[src/rtl/riscv32_starter_pkg.sv]
// riscv32_starter: shared types for the starter core (opcodes, formats, fetch FSM states, fetch queue entry)
package riscv32_starter;

    typedef enum logic [6:0] {
        OP_LUI    = 7'b0110111,
        OP_AUIPC  = 7'b0010111,
        OP_JAL    = 7'b1101111,
        OP_JALR   = 7'b1100111,
        OP_BRANCH = 7'b1100011,
        OP_LOAD   = 7'b0000011,
        OP_STORE  = 7'b0100011,
        OP_IMM    = 7'b0010011,
        OP_REG    = 7'b0110011
    } opcode_t;

    typedef enum logic [2:0] {FMT_R, FMT_I, FMT_S, FMT_B, FMT_U, FMT_J} format_t;

    typedef enum logic [1:0] {IDLE, REQ, WAIT, DROP} fetch_state_t;

    typedef struct packed {
        logic [31:0] pc;
        logic [31:0] instr;
    } fetch_entry_t;

endpackage

[src/rtl/instr_fetch_queue.sv]
// fetch_queue: 2-entry instruction FIFO with registered head
//   push/din  write an entry at the tail
//   pop       consume the head (ignored while empty)
//   flush     empty the queue (wins over push/pop)
//   head      registered oldest entry, count = number of valid entries
module fetch_queue
    import riscv32_starter::*;
(
    input  logic         clk,
    input  logic         reset,
    input  logic         push,
    input  logic         pop,
    input  logic         flush,
    input  fetch_entry_t din,
    output fetch_entry_t head,
    output logic [1:0]   count
);

    fetch_entry_t tail;
    logic         do_pop;

    assign do_pop = pop && count != 2'd0;

    always_ff @(posedge clk or posedge reset) begin
        if (reset) begin
            head  <= '0;
            tail  <= '0;
            count <= '0;
        end else if (flush) begin
            count <= '0;
        end else begin
            // with one entry, a simultaneous pop+push bypasses straight into head
            if (do_pop)
                head <= (push && count == 2'd1) ? din : tail;
            else if (push && count == 2'd0)
                head <= din;
            if (push && (count == 2'd2 || (count == 2'd1 && !do_pop)))
                tail <= din;
            count <= count + {1'b0, push} - {1'b0, do_pop};
        end
    end

endmodule

[src/rtl/instr_fetch.sv]
// instr_fetch: single-outstanding instruction fetch unit feeding a 2-entry queue
//   clk, reset                     clock, async active-high reset
//   imem_req/addr/gnt/rvalid/rdata instruction memory request/response
//   redirect, redirect_pc          flush and refetch from a new address
//   instr_valid/instr/instr_pc     head of the queue towards decode
//   instr_ready                    decode consumes the head
module instr_fetch
    import riscv32_starter::*;
#(
    parameter logic [31:0] RESET_PC = 32'h0000_0000,
    parameter int          QDEPTH   = 2
) (
    input  logic        clk,
    input  logic        reset,
    output logic        imem_req,
    output logic [31:0] imem_addr,
    input  logic        imem_gnt,
    input  logic        imem_rvalid,
    input  logic [31:0] imem_rdata,
    input  logic        redirect,
    input  logic [31:0] redirect_pc,
    output logic        instr_valid,
    output logic [31:0] instr,
    output logic [31:0] instr_pc,
    input  logic        instr_ready
);

    localparam logic [1:0] QMAX = 2'(QDEPTH);

    fetch_state_t state, state_n;
    logic [31:0]  fetch_pc, req_pc;
    logic [1:0]   count;
    logic         grant, push, pop;
    fetch_entry_t din, head;

    // only REQ has no request in flight, so the credit check reduces to count < QMAX there
    assign imem_req    = state == REQ && count < QMAX;
    assign imem_addr   = fetch_pc;
    assign grant       = imem_req && imem_gnt;
    assign push        = state == WAIT && imem_rvalid && !redirect;
    assign pop         = instr_ready && !redirect;
    assign din         = '{pc: req_pc, instr: imem_rdata};
    assign instr_valid = count != 2'd0;
    assign instr       = head.instr;
    assign instr_pc    = head.pc;

    always_comb begin
        state_n = state;
        case (state)
            IDLE:    state_n = REQ;
            REQ:     state_n = grant ? (redirect ? DROP : WAIT) : REQ;
            WAIT:    state_n = imem_rvalid ? REQ : (redirect ? DROP : WAIT);
            DROP:    state_n = imem_rvalid ? REQ : DROP;
            default: state_n = IDLE;
        endcase
    end

    always_ff @(posedge clk or posedge reset) begin
        if (reset) begin
            state    <= IDLE;
            fetch_pc <= RESET_PC;
            req_pc   <= RESET_PC;
        end else begin
            state <= state_n;
            if (redirect)
                fetch_pc <= redirect_pc & ~32'h3;
            else if (grant)
                fetch_pc <= fetch_pc + 32'd4;
            if (grant)
                req_pc <= fetch_pc;
        end
    end

    fetch_queue u_queue (
        .clk   (clk),
        .reset (reset),
        .push  (push),
        .pop   (pop),
        .flush (redirect),
        .din   (din),
        .head  (head),
        .count (count)
    );

endmodule

[config.mk]
export PLATFORM = sky130hd
export DESIGN_NAME = instr_fetch
export DESIGN_NICKNAME = d
export VERILOG_FILES = /design/src/rtl/riscv32_starter_pkg.sv /design/src/rtl/instr_fetch_queue.sv /design/src/rtl/instr_fetch.sv
export SDC_FILE = /design/constraint.sdc
export NUM_CORES = 1
export LEC_CHECK = 0
export BUFFER_PORTS_ARGS = -buffer_cell sky130_fd_sc_hd__buf_2
export CAP_MARGIN = 20
export CORE_ASPECT_RATIO = 1.75
export CORE_UTILIZATION = 40
export DETAILED_ROUTE_END_ITERATION = 16
export PLACE_DENSITY = 0.73
export RECOVER_POWER = 100
export REMOVE_ABC_BUFFERS = 1
export SLEW_MARGIN = 20
export SYNTH_ARGS = -nofsm -noshare
export SYNTH_HDL_FRONTEND = slang
export SYNTH_SLANG_ARGS = --single-unit
[constraint.sdc]
create_clock -name clk -period 9.34 [get_ports clk]
set_input_delay 2.335 -clock clk [delete_from_list [all_inputs] [get_ports clk]]
set_output_delay 2.335 -clock clk [all_outputs]
set_load 0.01 [all_outputs]
# Word-level counts from Yosys, hierarchy flattened
# Index checks and enable logic that the tools add are counted.
# W data, S select, Z words.
# totals
register_bits	196
mem_bits_ro	0
output_inout_bits	98
mem_bits_rw	0
latchBits	0
in_bits	70
mem_count	0
# op_classes
order_cmp	1
multipliers	0
n_addsub	3
muxes	11
n_shift	0
div_mod_pow	0
eq_ne	5
reduce_logical	20
bitwise_logic	1
# ops
cell	n
$mux W64	3
$mux W32	2
$add A32 B3 Y32 const B	1
$logic_and A1 B1 Y1	10
$mux W2	4
$pmux W2 S4	1
$eq A2 B2 Y1 const B	3
$reduce_bool A2 Y1	3
$eq A2 B1 Y1 const B	2
$logic_not A2 Y1	2
$reduce_and A2 Y1	2
$add A2 B1 Y2	1
$logic_not A1 Y1	2
$lt A2 B2 Y1 const B	1
$sub A2 B1 Y2	1
$logic_or A1 B1 Y1	1
$mux W1	1
$not A1 Y1	1

# Longest topological paths before layout
# Gate-level depths: netlist of the first run.
# logic_depth
depth_word	8
depth_mapped	8
ltp_nobuf	8

# Cells and area by module
# Synthesis of the first run repeated with hierarchy kept, for this count alone.
# hier_totals
hier_cells	785
area_unflattened_um2	8851.0
# modules_own_cells
mod	area_each_um2	n_inst	cells_per_inst
fetch_queue	5763.0	1	431
instr_fetch	3088.0	1	354

# Least setup slack after synthesis of the first run
# Ideal clock, no wire load.
# synth_path
path_type	input -> register
start	input redirect
end	register, netlist name u_queue.head[34]
path_stages	6
required_ns	9.214
setup_slack_ns	5.594
arrival_time_ns	3.620
setup_time_ns	0.126
path_cell_list	and4bb_2 mux2i_2 o21ba_1 buf_2 buf_6 a221o_1
# synth_via
elab_chain_len	5
elab_cells_between_ends	11
cone_classes	mux (2); bitwise (1); reduce/logical (8)
# synth_lines
element	line_no	source
start: declaration	instr_fetch.sv:20	input logic redirect,
$logic_not A1 Y1	instr_fetch.sv:40, instr_fetch.sv:41	
$logic_and A1 B1 Y1 (on tied branches)	instr_fetch.sv:40, instr_fetch.sv:41	
$logic_and A1 B1 Y1 (on tied branches)	instr_fetch_queue.sv:34, instr_fetch_queue.sv:22, instr_fetch_queue.sv:35	
$mux W64 or $reduce_bool A2 Y1 (tied branches)	-	
$mux W64 or $reduce_and A2 Y1 (tied branches)	-	
# Parallel ways exist; a longest one is shown, timed or not.
# A chain may end at the register's enable or synchronous reset.

# Worst setup path in the final report of the first run
# layout_path
start	input redirect
end	register, netlist name u_queue.head[15]
# layout_via
elab_chain_len	5
elab_cells_between_ends	11
cone_classes	mux (2); bitwise (1); reduce/logical (8)
# layout_lines
element	line_no
$logic_not A1 Y1	instr_fetch.sv:40, instr_fetch.sv:41
$logic_and A1 B1 Y1 (on tied branches)	instr_fetch.sv:40, instr_fetch.sv:41
$logic_and A1 B1 Y1 (on tied branches)	instr_fetch_queue.sv:34, instr_fetch_queue.sv:22, instr_fetch_queue.sv:35
$mux W64 or $reduce_bool A2 Y1 (tied branches)	-
$mux W64 or $reduce_and A2 Y1 (tied branches)	-
# Parallel ways exist; a longest one is shown, timed or not.

==> key figures, run 1 <==
Synth
  • Synth Instances: 710
  • Yosys warning total: 0
  • FFs w/ async S/R, synth: 100%
  • Post-synth EDFFs: 0
  • Synth cell types: 43
  • Yosys reg bits: 188
  • Mapped cell area: 8220 um2
  • Main combinational cell family by area after synthesis: simple AND/OR/NAND/NOR gates
  • Simple-gate share of the synthesized area: 16.9%
  • Post-Synth XOR/XNOR Area: 1.39%
  • Synth Area in Compound Gates: 11.5%
  • Fraction of the mapped netlist area in adder cells: 0.457%
  • Post-Syn Area per Cell: 11.6 um2
  • Post-synthesis mux area share: 8.79%
  • Sequential area share after synthesis: 57.2%
  • Top_reg_cell synth: dfrtp_1

Die
  • Die height: 192 um
  • Initial core utilization: 40.7%
  • Num rows: 69
  • Die X: 110 um
  • I/O pins: 168
  • Core area: 20,200 um2
  • Die ar.: 21,100 um2

STA
  • Final Hold Fails: 0
  • Fin worst setup slack: 2.93 ns
  • Least-Margin Pin Slew: 3.42 ns
  • RSZ-0062 raised after global routing: no
  • Slew Viols, Final: 206
  • Final Cycle Share: 68.6%
  • Setup TNS: 0 ns
  • Skew final: 0.0107 ns
  • Rel. slew slack: -128%
  • Fmax: 0.156 GHz
  • Min Tclk post-route: 6.41 ns
  • Final setup fails: 0

Critical path
  • Worst R2R Path Depth: 5
  • Largest fanout on the critical path: 63
  • Crit path launch type: primary input
  • Reg2reg start: state[0]
  • CP arrival: 6.76 ns
  • Critical Path RT: 9.69 ns
  • R2r endpoint: u_queue.head[15]
  • R2r setup slk: 5.32 ns
  • Worst Setup Path Type: in2reg
  • Crit path capture type: register

Placement
  • Pre-CTS setup slack: 4.29 ns
  • Post-DP HPWL: 12.1 mm
  • Port bufs: 161
  • Final Wtd Congestion: 0.839
  • DP Area: 9160 um2

Layout
  • Commonest non-fill, non-tap cell in the layout: dfrtp_1
  • Commonest cells after routing, fill and taps aside: 188 x dfrtp_1, 115 x nand2_1, 101 x clkbuf_1
  • Synth-to-Final Area Change: 16.7%
  • Final net count: 921
  • Ratio of cells with drive above 1 in the final layout: 19.3%
  • Diodes inserted: 0
  • Post-route cell area: 9590 um2

Flow run
  • Max-cap viol count: 4

Power
  • Pwr Density: 243 nW/um2
  • Worst ir drop on vdd: 116 uV
  • Leakage: 0.00452 uW

Run status
  • Failing checks: capacitance limit, slew limit
  • Status: complete, but fails checks

Routing
  • Drt first pass iters: 4
  • Routed vias/inst: 5.46
  • Routed met1 length: 8.12 mm
  • Residual DRC count: 0
  • Drt total wl: 19.4 mm
  • Met2 routed WL: 9.96 mm
  • Top layer in use: met4
  • Routed length on met3: 821 um
  • Iteration-0 DRC count of the detailed router: 332
  • Post-DRT Antenna Nets: 0
  • DR vias: 6,060
  • Routed length per placed instance: 17.5 um

Min path
  • Hold Path End: req_pc[13]
  • Worst Hold Class: reg2reg
  • HP Start: req_pc[13]
  • Hold depth: 2

Global routing
  • Largest net degree at the start of global routing: 125
  • Number of global-route vias before repair: 5,892
  • Grt ovf: 0
  • Global-route wire length before repair: 30.6 mm
  • GRT Util Overall: 19.0%
  • Antenna violations before repair: 0

Clocking
  • CTS tree: built
  • Post-cts gate resize count: 0
  • CTS buffer count: 17
  • Buffers inserted by post-CTS timing repair: 0
  • Worst-path clk slew: 0.07 ns
  • CTS H-tree depth: 4
  • Clock net sink count: 188
  • Root buffer cell: clkbuf_16
  • Clock buffer depth: 2
  • Post-CTS Hold Fix Bufs: 0
  • Worst skew pair latency: 0.43 ns
kinds of logic after synthesis:
| group | count (synthesis) |
|---|---|
| buffers and inverters | 58 |
| AOI/OAI and AO/OA | 114 |
| xor gates and xnor gates | 13 |
| adders and majority gates | 3 |
| other | 1 |
| DFF | 188 |
| and+or+nand+nor | 269 |
| muxes | 64 |
stage by stage:
step                power, uW  util (%)  instances  hold WS [ns]
floorplan                1440         -        662         0.465
global placement         1660      45.3       1077         0.478
detailed placement       1680      45.3       1077         0.488
CTS                      2400      48.2       1109         0.500
global route             2480      47.5       1109         0.507
finish                   2330      47.5       1109         0.498
flip-flops by register name (all words and copies together) (netlist names):
signal / count
req_pc: 30
u_queue.count: 2
state: 2
u_queue.tail: 62
imem_addr: 30
u_queue.head: 62
Yosys cell counts, types with 2 or more instances:
library cell | instances | area (um2)
xnor2_1 | 4 | 35.0
a21oi_1 | 2 | 10.0
nand2_1 | 115 | 432
or4_1 | 15 | 113
and3_1 | 10 | 62.6
o211ai_1 | 2 | 15.0
buf_4 | 4 | 30.0
clkbuf_1 | 29 | 109
xor2_1 | 9 | 78.8
inv_1 | 7 | 26.3
nor2_1 | 19 | 71.3
nand3_1 | 18 | 90.1
a31oi_1 | 13 | 81.3
dfrtp_1 | 188 | 4700
mux2_2 | 62 | 698
buf_2 | 9 | 45.0
buf_6 | 8 | 90.1
nor2b_1 | 6 | 37.5
and2_1 | 62 | 388
ha_1 | 3 | 37.5
nor3_1 | 2 | 10.0
nand4_1 | 10 | 62.6
a221o_1 | 62 | 621
o21ai_0 | 18 | 90.1
nor4_1 | 3 | 18.8
o31ai_1 | 12 | 90.1
and4_1 | 2 | 17.5
worst max-delay path by stage:
stage	from	end	slack [ns]	cells after the start
2_1_floorplan	reset	imem_addr[10]	1.89	1
3_3_place_gp	redirect	u_queue.head[22]	4.34	6
3_5_place_dp	redirect	u_queue.head[0]	4.29	6
4_1_cts	redirect	u_queue.head[0]	4.74	6
5_1_grt	reset	u_queue.tail[21]	2.53	3
6_report	redirect	u_queue.head[15]	2.93	6
metal layers:
| layer | GRT usage [%] | up-vias |
|---|---|---|
| met3 | 3.36 | 24 |
| met2 | 32.2 | 168 |
| met5 | 0 | - |
| met1 | 22.9 | 3038 |
| met4 | 9.26 | 0 |
| li1 | - | 2830 |
power breakdown:
group	total, uW	internal [uW]	switching [uW]
combinational	516	235	281
clock	705	381	324
sequential	1110	995	118
total	2330	1610	724
worst max-delay path, stage by stage:
cell and delay [ns]:
clkbuf_1 0.66, and4bb_1 0.68, mux2i_4 0.10, buf_4 0.32, o21ba_1 2.21, a221o_1 0.40
final cells by class:
type,count,area [um2]
Clock buffer,19,443
Clock inverter,13,129
Fill cell,1945,10600
Inverter,7,33.8
Multi-Input combinational cell,467,3250
Sequential cell,188,4700
Tap cell,248,310
Timing Repair Buffer,167,718
No activity file was read; power rests on OpenSTA's default activity.
==> run 2: changes to the inputs <==
Clock period 9.34 ns to 6.7 ns, I/O delays scaled along.
==> run 2 against run 1 <==
Against the previous run: the flow still finishes with violations (capacitance limit, slew limit); via count grew 1.4%; utilization rose by 0.24 points; global-route usage up 0.77 points; sequential cell count did not move; critical path type unchanged; largest cell class unchanged.
==> key figures, run 2 (synthesis gave the netlist of run 1 again) <==
Run status
  • Status: complete, but fails checks
  • Failing checks: capacitance limit, slew limit

Critical path
  • Reg2reg start: u_queue.count[1]
  • CP arrival: 5.66 ns
  • Worst Setup Path Type: in2reg
  • Crit path launch type: primary input
  • Largest fanout on the critical path: 40
  • R2r endpoint: imem_addr[18]
  • CP startpoint: redirect
  • Crit path capture type: register
  • Worst R2R Path Depth: 4
  • Critical Path Sink: u_queue.head[15]
  • R2r setup slk: 2.54 ns
  • Critical Path RT: 7.06 ns

Die
  • Initial core utilization: 40.7%
  • Die ar.: 21,100 um2
  • Die height: 192 um
  • Die X: 110 um
  • I/O pins: 168
  • Num rows: 69
  • Core area: 20,200 um2

Global routing
  • Grt ovf: 0
  • Antenna violations before repair: 0
  • Global-route wire length before repair: 31.7 mm
  • Number of global-route vias before repair: 6,160
  • GRT Util Overall: 19.8%
  • Largest net degree at the start of global routing: 146

Clocking
  • CTS H-tree depth: 4
  • CTS tree: built
  • Worst skew pair latency: 0.43 ns
  • Root buffer cell: clkbuf_16
  • CTS buffer count: 17
  • Buffers inserted by post-CTS timing repair: 0
  • Post-cts gate resize count: 0
  • Worst-path clk slew: 0.07 ns
  • Post-CTS Hold Fix Bufs: 0
  • Clock net sink count: 188
  • Clock buffer depth: 2

Power
  • Sequential power share: 45.6%
  • Pwr Density: 352 nW/um2
  • Combinational share of power: 21.4%
  • NetSw: 1010 uW
  • Worst ir drop on vdd: 141 uV
  • Clock group share of total power: 33.0%
  • Int Power: 2390 uW
  • Switching part of the total: 29.7%
  • PnR Total Power: 3400 uW
  • Leakage: 0.00454 uW

STA
  • Final Cycle Share: 79.2%
  • Rel. slew slack: -105%
  • Skew final: 0.0101 ns
  • Min Tclk post-route: 5.31 ns
  • Setup TNS: 0 ns
  • Fin worst setup slack: 1.39 ns
  • Least-Margin Pin Slew: 3.08 ns
  • Slew Viols, Final: 288
  • Hold slack: 0.498 ns
  • Final Hold Fails: 0
  • Fmax: 0.188 GHz
  • Final setup fails: 0
  • RSZ-0062 raised after global routing: no

Layout
  • Commonest non-fill, non-tap cell in the layout: dfrtp_1
  • Diodes inserted: 0
  • Ratio of cells with drive above 1 in the final layout: 19.4%
  • Regs by FF count: u_queue.head x62, u_queue.tail x62
  • Final cell utilization of the core: 47.7%
  • Commonest cells after routing, fill and taps aside: 188 x dfrtp_1, 115 x nand2_1, 98 x clkbuf_1
  • Synth-to-Final Area Change: 17.3%
  • Final net count: 920

Min path
  • Worst Hold Class: reg2reg

Placement
  • Post-DP HPWL: 12.7 mm
  • Port bufs: 161
  • Pre-CTS setup slack: 1.91 ns
  • Final Wtd Congestion: 0.832

Routing
  • Routed length per placed instance: 18.2 um
  • DR vias: 6,145
  • Post-DRT Antenna Nets: 0
  • Iteration-0 DRC count of the detailed router: 251
  • Drt total wl: 20.2 mm
  • Residual DRC count: 0
  • Routed vias/inst: 5.55
  • Drt first pass iters: 5

Flow run
  • Max-cap viol count: 5
## run 2: final cells by class
type / count / area, um2
clock buffers: 18 / 439
clock inverters: 13 / 214
fillers: 1899 / 10600
inverters: 7 / 30.0
multi-input cells: 467 / 3230
flip-flops and latches: 188 / 4700
well taps: 248 / 310
repair buffers: 166 / 713
## run 2: worst min-delay path by stage
| stage | from | endpoint | slack (ns) | depth (start not counted) |
|---|---|---|---|---|
| 6_report | req_pc[4] | req_pc[4] | 0.50 | 2 |
| 2_1_floorplan | req_pc[30] | req_pc[30] | 0.47 | 2 |
| 5_1_grt | u_queue.tail[5] | u_queue.head[5] | 0.51 | 1 |
| 4_1_cts | req_pc[4] | req_pc[4] | 0.50 | 2 |
| 3_5_place_dp | req_pc[4] | req_pc[4] | 0.49 | 2 |
| 3_3_place_gp | u_queue.tail[10] | u_queue.head[10] | 0.48 | 1 |
## run 2: power groups by stage
stage	clock (uW)	combinational (uW)	sequential (uW)
6_report	1120	727	1550
5_1_grt	1180	815	1590
4_1_cts	1150	789	1550
3_5_place_dp	0	779	1560
3_3_place_gp	0	768	1550
2_1_floorplan	0	379	1620
## run 2: worst max-delay path: stages
cell and delay (ns):
buf_2 0.32, inv_1 0.79, nand2_1 0.30, nor2_4 0.75
clkbuf_1 1.44, a221o_1 0.36
## run 2: per-layer routing
| metal | vias to the layer above | GRT usage [%] | routed length [um] |
|---|---|---|---|
| met2 | 187 | 34.8 | 10400 |
| met4 | 0 | 10.5 | 808 |
| met1 | 3084 | 22.9 | 8300 |
| li1 | 2832 | - | - |
| met3 | 42 | 2.54 | 628 |
| met5 | - | 0 | 0 |
## run 2: through the flow
step,cell area [um2],std cells
2_1_floorplan,7950,662
3_3_place_gp,9150,1076
3_5_place_dp,9150,1076
4_1_cts,9800,1107
5_1_grt,9640,1107
6_report,9640,1107
==> run 3: changes to the inputs <==
Clock period 6.7 ns to 5.18 ns, I/O delays scaled along.
==> run 3 against run 2 <==
Against the previous run: the run still ends with capacitance limit, slew limit left; clock-buffer cell count up 2; utilization down 0.056 points; cell count up 0.36%; via count down 0.90%; worst setup slack worse by 0.097 ns; hold slack better by 0.0025 ns; clock skew up 0.0025 ns; sequential cell count unchanged; design area down 0.12%; die area unchanged; register-to-register slack better by 0.02 ns; critical path type unchanged; largest cell class unchanged; largest power group unchanged.
==> key figures, run 3 (synthesis gave the netlist of run 1 again) <==
STA
  • Least-Margin Pin Slew: 2.84 ns
  • Final Cycle Share: 74.9%
  • Setup TNS: 0 ns
  • Fmax: 0.258 GHz
  • Skew final: 0.0126 ns
  • Rel. slew slack: -89.9%
  • Final Hold Fails: 0
  • Final setup fails: 0
  • Min Tclk post-route: 3.88 ns
  • Slew Viols, Final: 176
  • RSZ-0062 raised after global routing: no
  • Fin worst setup slack: 1.30 ns

Die
  • Die ar.: 21,100 um2
  • Die X: 110 um
  • I/O pins: 168
  • Die height: 192 um
  • Initial core utilization: 40.7%
  • Core area: 20,200 um2
  • Num rows: 69

Placement
  • Final Wtd Congestion: 0.815
  • Placed Cells: 1,079
  • Pre-CTS setup slack: 1.66 ns
  • DP Area: 9190 um2
  • Port bufs: 161
  • Post-DP HPWL: 12.6 mm

Layout
  • Commonest cells after routing, fill and taps aside: 188 x dfrtp_1, 115 x nand2_1, 99 x clkbuf_1
  • Final cell utilization of the core: 47.7%
  • Diodes inserted: 0
  • Ratio of cells with drive above 1 in the final layout: 19.8%
  • Fill count: 1,929
  • Fin cells: 1,111
  • Commonest non-fill, non-tap cell in the layout: dfrtp_1
  • Post-route cell area: 9630 um2
  • Synth-to-Final Area Change: 17.2%
  • Final net count: 923
  • Regs by FF count: u_queue.head x62, u_queue.tail x62

Critical path
  • Worst Setup Path Type: in2reg
  • R2r setup slk: 2.56 ns
  • R2r endpoint: imem_addr[13]
  • Largest fanout on the critical path: 40
  • CP arrival: 4.19 ns
  • Critical Path RT: 5.49 ns
  • Reg2reg start: u_queue.count[1]
  • Crit path capture type: register
  • Crit path launch type: primary input
  • Worst R2R Path Depth: 4

Min path
  • Worst Hold Class: reg2reg
  • Hold depth: 2
  • Hold Path End: req_pc[10]
  • HP Start: req_pc[10]

Clocking
  • CTS H-tree depth: 4
  • CTS buffer count: 17
  • Worst skew pair latency: 0.43 ns
  • Worst-path clk slew: 0.07 ns
  • Post-cts gate resize count: 0
  • Post-CTS Hold Fix Bufs: 0
  • Clock net sink count: 188
  • Root buffer cell: clkbuf_16
  • Buffers inserted by post-CTS timing repair: 0
  • Clock buffer depth: 2
  • CTS tree: built

Power
  • Worst ir drop on vdd: 173 uV
  • Leakage: 0.00453 uW
  • Pwr Density: 441 nW/um2

Routing
  • DR vias: 6,090
  • Routed vias/inst: 5.48
  • Iteration-0 DRC count of the detailed router: 280
  • Post-DRT Antenna Nets: 0
  • Drt first pass iters: 4
  • Residual DRC count: 0
  • Drt total wl: 19.5 mm
  • Routed length per placed instance: 17.5 um

Flow run
  • Max-cap viol count: 2

Run status
  • Status: complete, but fails checks
  • Failing checks: capacitance limit, slew limit

Global routing
  • GRT Util Overall: 19.2%
  • Antenna violations before repair: 0
  • Global-route wire length before repair: 30.8 mm
  • Number of global-route vias before repair: 5,933
  • Largest net degree at the start of global routing: 135
  • Grt ovf: 0
[run 3: cell count changes in the layout (fill, tap and decap cells not counted), moves of 2 or more]
cell and change:
inv_6 +3, bufinv_16 -4, buf_4 +3, clkbuf_8 +2
[run 3: report_power, final]
| part | switching (uW) | internal (uW) |
|---|---|---|
| combinational | 508 | 424 |
| clock | 589 | 715 |
| sequential | 215 | 1790 |
[run 3: area by class of cell]
class                      instances  area, um2  share of cell area (%)
clock inverter                    12        125                    1.30
clock buffer                      20        467                    4.85
inverter                           7       30.0                   0.312
timing repair buffer             169        749                    7.78
multi-input combinational        467       3240                    33.7
sequential                       188       4700                    48.9
tap                              248        310                    3.22
[run 3: metrics by stage]
stage	power, uW	hold WS, ns
floorplan	2590	0.465
global placement	3000	0.479
detailed placement	3030	0.486
CTS	4350	0.502
global route	4510	0.515
finish	4250	0.500
[run 3: critical path, cell delays in order]
cell and delay [ns]:
clkbuf_1 1.25, and4bb_2 0.38, o21ai_0 0.29, buf_4 0.53
mux2_2 0.39
[run 3: routing by layer]
layer / part of all wire [%] / global-route usage (%)
met2: 52 / 32.6
met3: 4.2 / 3.53
met1: 42 / 23.4
met5: 0 / 0
met4: 2.0 / 8.45
[run 3: worst max-delay path by stage]
stage / from / to / slack, ns / depth (start not counted)
floorplan: reset / imem_addr[10] / -1.23 / 1
global placement: redirect / u_queue.head[26] / 1.69 / 5
detailed placement: redirect / u_queue.head[18] / 1.66 / 5
CTS: redirect / u_queue.head[39] / 2.10 / 5
global route: redirect / u_queue.head[20] / 1.17 / 5
finish: redirect / u_queue.tail[2] / 1.30 / 5
